$ cat src/rtl/apb_master_bridge_if.sv
// Bundle of the command, response and APB signals around apb_master_bridge.
// The master modport is the bridge's view; the slave modport is the view of
// whatever drives commands and implements the APB completer.
interface apb_master_bridge_if #(
  parameter int ADDR_W = 32,
  parameter int DATA_W = 32
);
  // Command port
  logic              cmd_valid;
  logic              cmd_ready;
  logic              cmd_write;
  logic [ADDR_W-1:0] cmd_addr;
  logic [DATA_W-1:0] cmd_wdata;
  // Response port
  logic              rsp_valid;
  logic              rsp_ready;
  logic [DATA_W-1:0] rsp_rdata;
  logic              rsp_err;
  logic              rsp_timeout;
  // APB3 bus
  logic              psel;
  logic              penable;
  logic              pwrite;
  logic [ADDR_W-1:0] paddr;
  logic [DATA_W-1:0] pwdata;
  logic [DATA_W-1:0] prdata;
  logic              pready;
  logic              pslverr;

  modport master (
    input  cmd_valid, cmd_write, cmd_addr, cmd_wdata, rsp_ready,
           prdata, pready, pslverr,
    output cmd_ready, rsp_valid, rsp_rdata, rsp_err, rsp_timeout,
           psel, penable, pwrite, paddr, pwdata
  );

  modport slave (
    output cmd_valid, cmd_write, cmd_addr, cmd_wdata, rsp_ready,
           prdata, pready, pslverr,
    input  cmd_ready, rsp_valid, rsp_rdata, rsp_err, rsp_timeout,
           psel, penable, pwrite, paddr, pwdata
  );
endinterface

$ cat src/rtl/apb_master_bridge.sv
// APB3 requester: takes one command at a time from a valid/ready port, runs it
// as a single SETUP/ACCESS transfer and returns the result on a valid/ready
// response port. A bounded wait-state counter aborts transfers to a completer
// that never raises pready (TIMEOUT=0 disables the abort).
module apb_master_bridge #(
  parameter int ADDR_W  = 32,
  parameter int DATA_W  = 32,
  parameter int TIMEOUT = 16
) (
  input  logic                 pclk,
  input  logic                 presetn,
  apb_master_bridge_if.master  bus
);

  typedef enum logic [1:0] {IDLE, SETUP, ACCESS, RESP} state_t;

  // Counter is at least one bit wide so TIMEOUT=0 still elaborates.
  localparam int CNT_W = (TIMEOUT > 0) ? $clog2(TIMEOUT + 1) : 1;
  localparam logic [CNT_W-1:0] CNT_MAX  = CNT_W'(TIMEOUT);
  localparam logic [CNT_W-1:0] CNT_LAST = CNT_W'(TIMEOUT - 1);

  state_t            state_q, state_d;
  logic [CNT_W-1:0]  wait_q, wait_d;
  logic              psel_d, penable_d, pwrite_d;
  logic [ADDR_W-1:0] paddr_d;
  logic [DATA_W-1:0] pwdata_d, rsp_rdata_d;
  logic              rsp_valid_d, rsp_err_d, rsp_timeout_d;

  // The only combinational output: a command is taken whenever the bridge is idle.
  assign bus.cmd_ready = (state_q == IDLE);

  // Next-state and next-output logic for the transfer sequence.
  always_comb begin
    // NOTE: every signal gets a hold-value default first, so no path through
    // the case statement leaves one unassigned and no latch is inferred.
    state_d       = state_q;
    wait_d        = wait_q;
    psel_d        = bus.psel;
    penable_d     = bus.penable;
    pwrite_d      = bus.pwrite;
    paddr_d       = bus.paddr;
    pwdata_d      = bus.pwdata;
    rsp_valid_d   = bus.rsp_valid;
    rsp_rdata_d   = bus.rsp_rdata;
    rsp_err_d     = bus.rsp_err;
    rsp_timeout_d = bus.rsp_timeout;

    unique case (state_q)
      IDLE: begin
        if (bus.cmd_valid) begin
          pwrite_d = bus.cmd_write;
          paddr_d  = bus.cmd_addr;
          // Reads leave the previous write data on pwdata.
          if (bus.cmd_write) pwdata_d = bus.cmd_wdata;
          psel_d   = 1'b1;
          state_d  = SETUP;
        end
      end

      SETUP: begin
        penable_d = 1'b1;
        wait_d    = '0;
        state_d   = ACCESS;
      end

      ACCESS: begin
        if (bus.pready) begin
          // Completion wins even on the cycle the timeout would have fired.
          psel_d        = 1'b0;
          penable_d     = 1'b0;
          rsp_valid_d   = 1'b1;
          rsp_err_d     = bus.pslverr;
          rsp_timeout_d = 1'b0;
          rsp_rdata_d   = bus.pwrite ? '0 : bus.prdata;
          state_d       = RESP;
        end else if (TIMEOUT != 0) begin
          wait_d = (wait_q == CNT_MAX) ? wait_q : wait_q + CNT_W'(1);
          if (wait_q == CNT_LAST) begin
            psel_d        = 1'b0;
            penable_d     = 1'b0;
            rsp_valid_d   = 1'b1;
            rsp_err_d     = 1'b1;
            rsp_timeout_d = 1'b1;
            rsp_rdata_d   = '0;
            state_d       = RESP;
          end
        end
      end

      RESP: begin
        if (bus.rsp_ready) begin
          rsp_valid_d = 1'b0;
          state_d     = IDLE;
        end
      end

      default: state_d = IDLE;
    endcase
  end

  // State, wait counter and all registered outputs; reset aborts any transfer.
  always_ff @(posedge pclk or negedge presetn) begin
    if (!presetn) begin
      state_q         <= IDLE;
      wait_q          <= '0;
      bus.psel        <= 1'b0;
      bus.penable     <= 1'b0;
      bus.pwrite      <= 1'b0;
      bus.paddr       <= '0;
      bus.pwdata      <= '0;
      bus.rsp_valid   <= 1'b0;
      bus.rsp_rdata   <= '0;
      bus.rsp_err     <= 1'b0;
      bus.rsp_timeout <= 1'b0;
    end else begin
      // NOTE: non-blocking assignments so every register samples the values
      // from before this edge, independent of statement order.
      state_q         <= state_d;
      wait_q          <= wait_d;
      bus.psel        <= psel_d;
      bus.penable     <= penable_d;
      bus.pwrite      <= pwrite_d;
      bus.paddr       <= paddr_d;
      bus.pwdata      <= pwdata_d;
      bus.rsp_valid   <= rsp_valid_d;
      bus.rsp_rdata   <= rsp_rdata_d;
      bus.rsp_err     <= rsp_err_d;
      bus.rsp_timeout <= rsp_timeout_d;
    end
  end

endmodule

$ cat src/flat_wrapper.sv
// flat-port wrapper written by rule: the top's interface ports become plain ports
module apb_master_bridge_flat 
#(
  parameter int ADDR_W  = 32,
  parameter int DATA_W  = 32,
  parameter int TIMEOUT = 16
)
  (pclk, presetn, bus_cmd_valid, bus_cmd_write, bus_cmd_addr, bus_cmd_wdata, bus_rsp_ready, bus_prdata, bus_pready, bus_pslverr, bus_cmd_ready, bus_rsp_valid, bus_rsp_rdata, bus_rsp_err, bus_rsp_timeout, bus_psel, bus_penable, bus_pwrite, bus_paddr, bus_pwdata);
  apb_master_bridge_if #(.ADDR_W(ADDR_W), .DATA_W(DATA_W)) bus_i ();
  input  logic pclk;
  input  logic presetn;
  input wire logic [$bits(bus_i.cmd_valid)-1:0] bus_cmd_valid;
  input wire logic [$bits(bus_i.cmd_write)-1:0] bus_cmd_write;
  input wire logic [$bits(bus_i.cmd_addr)-1:0] bus_cmd_addr;
  input wire logic [$bits(bus_i.cmd_wdata)-1:0] bus_cmd_wdata;
  input wire logic [$bits(bus_i.rsp_ready)-1:0] bus_rsp_ready;
  input wire logic [$bits(bus_i.prdata)-1:0] bus_prdata;
  input wire logic [$bits(bus_i.pready)-1:0] bus_pready;
  input wire logic [$bits(bus_i.pslverr)-1:0] bus_pslverr;
  output wire logic [$bits(bus_i.cmd_ready)-1:0] bus_cmd_ready;
  output wire logic [$bits(bus_i.rsp_valid)-1:0] bus_rsp_valid;
  output wire logic [$bits(bus_i.rsp_rdata)-1:0] bus_rsp_rdata;
  output wire logic [$bits(bus_i.rsp_err)-1:0] bus_rsp_err;
  output wire logic [$bits(bus_i.rsp_timeout)-1:0] bus_rsp_timeout;
  output wire logic [$bits(bus_i.psel)-1:0] bus_psel;
  output wire logic [$bits(bus_i.penable)-1:0] bus_penable;
  output wire logic [$bits(bus_i.pwrite)-1:0] bus_pwrite;
  output wire logic [$bits(bus_i.paddr)-1:0] bus_paddr;
  output wire logic [$bits(bus_i.pwdata)-1:0] bus_pwdata;
  assign bus_i.cmd_valid = bus_cmd_valid;
  assign bus_i.cmd_write = bus_cmd_write;
  assign bus_i.cmd_addr = bus_cmd_addr;
  assign bus_i.cmd_wdata = bus_cmd_wdata;
  assign bus_i.rsp_ready = bus_rsp_ready;
  assign bus_i.prdata = bus_prdata;
  assign bus_i.pready = bus_pready;
  assign bus_i.pslverr = bus_pslverr;
  assign bus_cmd_ready = bus_i.cmd_ready;
  assign bus_rsp_valid = bus_i.rsp_valid;
  assign bus_rsp_rdata = bus_i.rsp_rdata;
  assign bus_rsp_err = bus_i.rsp_err;
  assign bus_rsp_timeout = bus_i.rsp_timeout;
  assign bus_psel = bus_i.psel;
  assign bus_penable = bus_i.penable;
  assign bus_pwrite = bus_i.pwrite;
  assign bus_paddr = bus_i.paddr;
  assign bus_pwdata = bus_i.pwdata;
  apb_master_bridge #(.ADDR_W(ADDR_W), .DATA_W(DATA_W), .TIMEOUT(TIMEOUT)) u_core (.pclk(pclk), .presetn(presetn), .bus(bus_i));
endmodule
$ cat config.mk
export PLATFORM = sky130hd
export DESIGN_NAME = apb_master_bridge_flat
export DESIGN_NICKNAME = d
export VERILOG_FILES = /design/src/rtl/apb_master_bridge_if.sv /design/src/rtl/apb_master_bridge.sv /design/src/flat_wrapper.sv
export SDC_FILE = /design/constraint.sdc
export NUM_CORES = 1
export LEC_CHECK = 0
export BUFFER_PORTS_ARGS = -buffer_cell sky130_fd_sc_hd__buf_2
export CAP_MARGIN = 20
export CORE_ASPECT_RATIO = 0.8
export CORE_MARGIN = 8
export CORE_UTILIZATION = 48
export DETAILED_ROUTE_END_ITERATION = 12
export GPL_TIMING_DRIVEN = 0
export HOLD_SLACK_MARGIN = 0.05
export PLACE_DENSITY = 0.83
export SLEW_MARGIN = 20
export SYNTH_ARGS = -nofsm -noshare
export SYNTH_HDL_FRONTEND = slang
export SYNTH_SLANG_ARGS = --single-unit
$ cat constraint.sdc
create_clock -name pclk -period 2.83 [get_ports pclk]
set_input_delay 0.283 -clock pclk [delete_from_list [all_inputs] [get_ports pclk]]
set_output_delay 0.283 -clock pclk [all_outputs]
set_load 0.02 [all_outputs]
==> results_dict.tcl <==
set metrics [dict create \
    syn_nets 392 \
    fin_hold_ws_ps 138 \
    arrival_ps 2270 \
    setup_viol 0 \
    io_pins 206 \
    p_per_area_mw_per_mm2 1170 \
    worst_pin_slew_ps 523 \
    synth_edf_count 0 \
    path_common_cell "ha_1" \
    rsz0062_at_grt "false" \
    hp-class "input pin to flop" \
    synth.top_cell.area_share_pct 64.6 \
    ctsHtreeMaxLevel 3 \
    power_uw 6560 \
    synthArstFlopShare_pct 100 \
    netlist_instances 281 \
    syn_area_mm2 0.00422 \
    status "completed" \
    nets 609 \
    die_w_um 121 \
    required_ps 3120 \
    drc 0 \
    seq_area_frac_synth_pct 64.6 \
    num_antenna_cells 0 \
    die_area_mm2 0.0121 \
    dieHeight_um 99.9 \
    slowest_delay_ps 440 \
    avgRoutedWirePerCell_um 17.9 \
    synth_seq_cells 109 \
    initial_core_util_pct 49.6 \
    ctsResizeCount 0 \
    reg2reg_depth 6 \
    r2r_start "u_core.wait_q[0]" \
    ctsRootBufferMaster "clkbuf_8" \
    grt_pass1_wl_um 17400 \
    crit_chain "ha_1, and3_1, ha_1, o21ai_1, buf_2, a22o_1" \
    drv_cap 0 \
    period_share_pct 70.0 \
    slew_violations 0 \
    ys_types 31 \
    grt_pass1_vias 3342 \
    end_kind "flop" \
    dpl.hpwl_um 8940 \
    critPathSlowestCell "dfrtp_1" \
    ys_warn_count 0 \
    synth_top_cell_by_area "dfrtp_1" \
    placed_area_mm2 0.00542 \
    synth_ff_type "dfrtp_1" \
    synthTopCellsByCount "dfrtp_1, mux2_2, a22o_1" \
    reg2reg_slack_ps 850 \
    fin_skew_ps 5.72 \
    slew-limit-headroom_pct 65.1 \
    power.leakage_uw 0.00289 \
    max_freq_mhz 505 \
    grt_max_degree 58 \
    worstSkewPairLatency_ps 360 \
    first_iter_violations 184 \
    cts_tree "yes" \
    core_mm2 0.00852 \
    numCtsBuffers 9 \
    syn_avg_cell_area_um2 15.0 \
    crit_path_start "u_core.wait_q[0]" \
    hold_depth 2 \
    worstSetupPathType "flop to flop" \
    syn_to_final_growth_pct 32.4 \
    cts_num_sinks 109 \
    cp_max_fo 10 \
    via_count 3070 \
    finalHoldViolCount 0 \
    grt_util_all_layers_pct 18.0 \
    r2r-end "u_core.bus.rsp_rdata[16]" \
    tns_ps 0 \
    port_buffers 204 \
    path_clk_slew_ps 90 \
    gp_congestion 0.815 \
    overflow 0 \
    vias_per_cell 5.00 \
    ant_nets 0 \
    ir_drop_mv 0.621 \
    antenna_found_initial 0 \
    min_to "u_core.bus.rsp_rdata[9]" \
    final_area_mm2 0.00559 \
    clk_path_buf_depth 2 \
    period_needed_ps 1980 \
    wl_um 11000 \
    layout-drive-gt1-share_pct 60.2 \
    firstDrtPassIters 4 \
    yosys-top-cells-area "dfrtp_1, mux2_2, a22o_1" \
    min_from "bus_prdata[9]" \
    cp-start-kind "flop" \
    synth_most_common_cell "dfrtp_1" \
    rows 30 \
]
==> worst max path at each step <==
stage | to | slack, ps
finish | u_core.bus.rsp_rdata[16] | 850
global route | u_core.bus.rsp_rdata[16] | 710
CTS | u_core.bus.rsp_rdata[16] | 840
detailed placement | u_core.bus.rsp_rdata[16] | 850
global placement | u_core.bus.pwdata[13] | 320
floorplan | u_core.state_q[1] | 1130
==> layout by cell type, fill, tap and decap left out, types with 2 or more instances in the layout <==
master      Yosys  layout
ha_1            8       8
a21oi_1         7       7
nand2_1         7       7
nor2b_1         2       2
inv_1           7       7
o22ai_1         2       2
mux2_2         65      65
a22o_1         32      32
nor2_1          3       3
clkinvlp_4      0       2
clkbuf_8        0       9
buf_2          13     216
nand3_1         4       4
dfrtp_1       109     109
o21ai_0         2       2
mux2i_1         3       3
==> sequential cells by signal, summed over array words and instances, names as in the netlist <==
signal                  flops
u_core.bus.paddr           32
u_core.bus.rsp_rdata       32
u_core.bus.rsp_err          1
u_core.bus.rsp_valid        1
u_core.wait_q               5
u_core.bus.pwrite           1
u_core.bus.psel             1
u_core.bus.rsp_timeout      1
u_core.bus.penable          1
u_core.bus.pwdata          32
u_core.state_q              2
==> cell families after synthesis <==
group,share of synthesized area [%]
AOI/OAI and AO/OA,9.19
xor gates and xnor gates,0.207
adders and majority gates,2.37
buffers and inverters,2.43
DFF,64.6
muxes,18.0
and+or+nand+nor,3.17
==> metal layers <==
metal  global-route usage, %  part of all wire [%]  vias to the layer above
li1                        -                     -                     1442
met1                    21.1                    38                     1483
met2                    30.7                    51                      128
met3                    6.29                   9.6                       17
met4                    5.08                   1.5                        0
met5                       0                     0                        -
==> through the flow <==
| step | instances | setup WS (ps) | utilization [%] |
|---|---|---|---|
| 2_1_floorplan | 281 | 1130 | - |
| 3_3_place_gp | 597 | 325 | 63.2 |
| 3_5_place_dp | 598 | 853 | 63.6 |
| 4_1_cts | 614 | 842 | 65.6 |
| 5_1_grt | 614 | 708 | 65.6 |
| 6_report | 614 | 849 | 65.6 |
==> power breakdown <==
| group | total (uW) | leakage (uW) | internal (uW) | switching [uW] |
|---|---|---|---|---|
| combinational | 3100 | 0.00148 | 1280 | 1820 |
| sequential | 2640 | 0.00133 | 2280 | 361 |
| clock | 814 | 0.0000787 | 319 | 495 |
| total | 6560 | 0.00289 | 3880 | 2670 |
==> cell type report <==
cell class / count / area, um2
fill: 671 / 2930
sequential: 109 / 2730
multi-input combinational: 150 / 1390
timing repair buffer: 206 / 1060
tap: 112 / 140
clock buffer: 10 / 128
buffer: 14 / 72.6
clock inverter: 5 / 37.5
inverter: 8 / 30.0
==> worst max-delay path: cells and delay by family (launching register included) <==
| family | cells | cell delay (ps) |
|---|---|---|
| compound gates | 2 | 530 |
| fa+ha+maj | 2 | 470 |
| flops | 1 | 440 |
| buf+inv | 1 | 300 |
| simple gates | 1 | 190 |
==> repair_timing <==
item / 4_1_cts / 5_1_grt
setup buffers: 0 / 0
hold endpoints to repair: 56 / 0
hold buffers: 1 / 0
No activity file was read; power rests on OpenSTA's default activity.
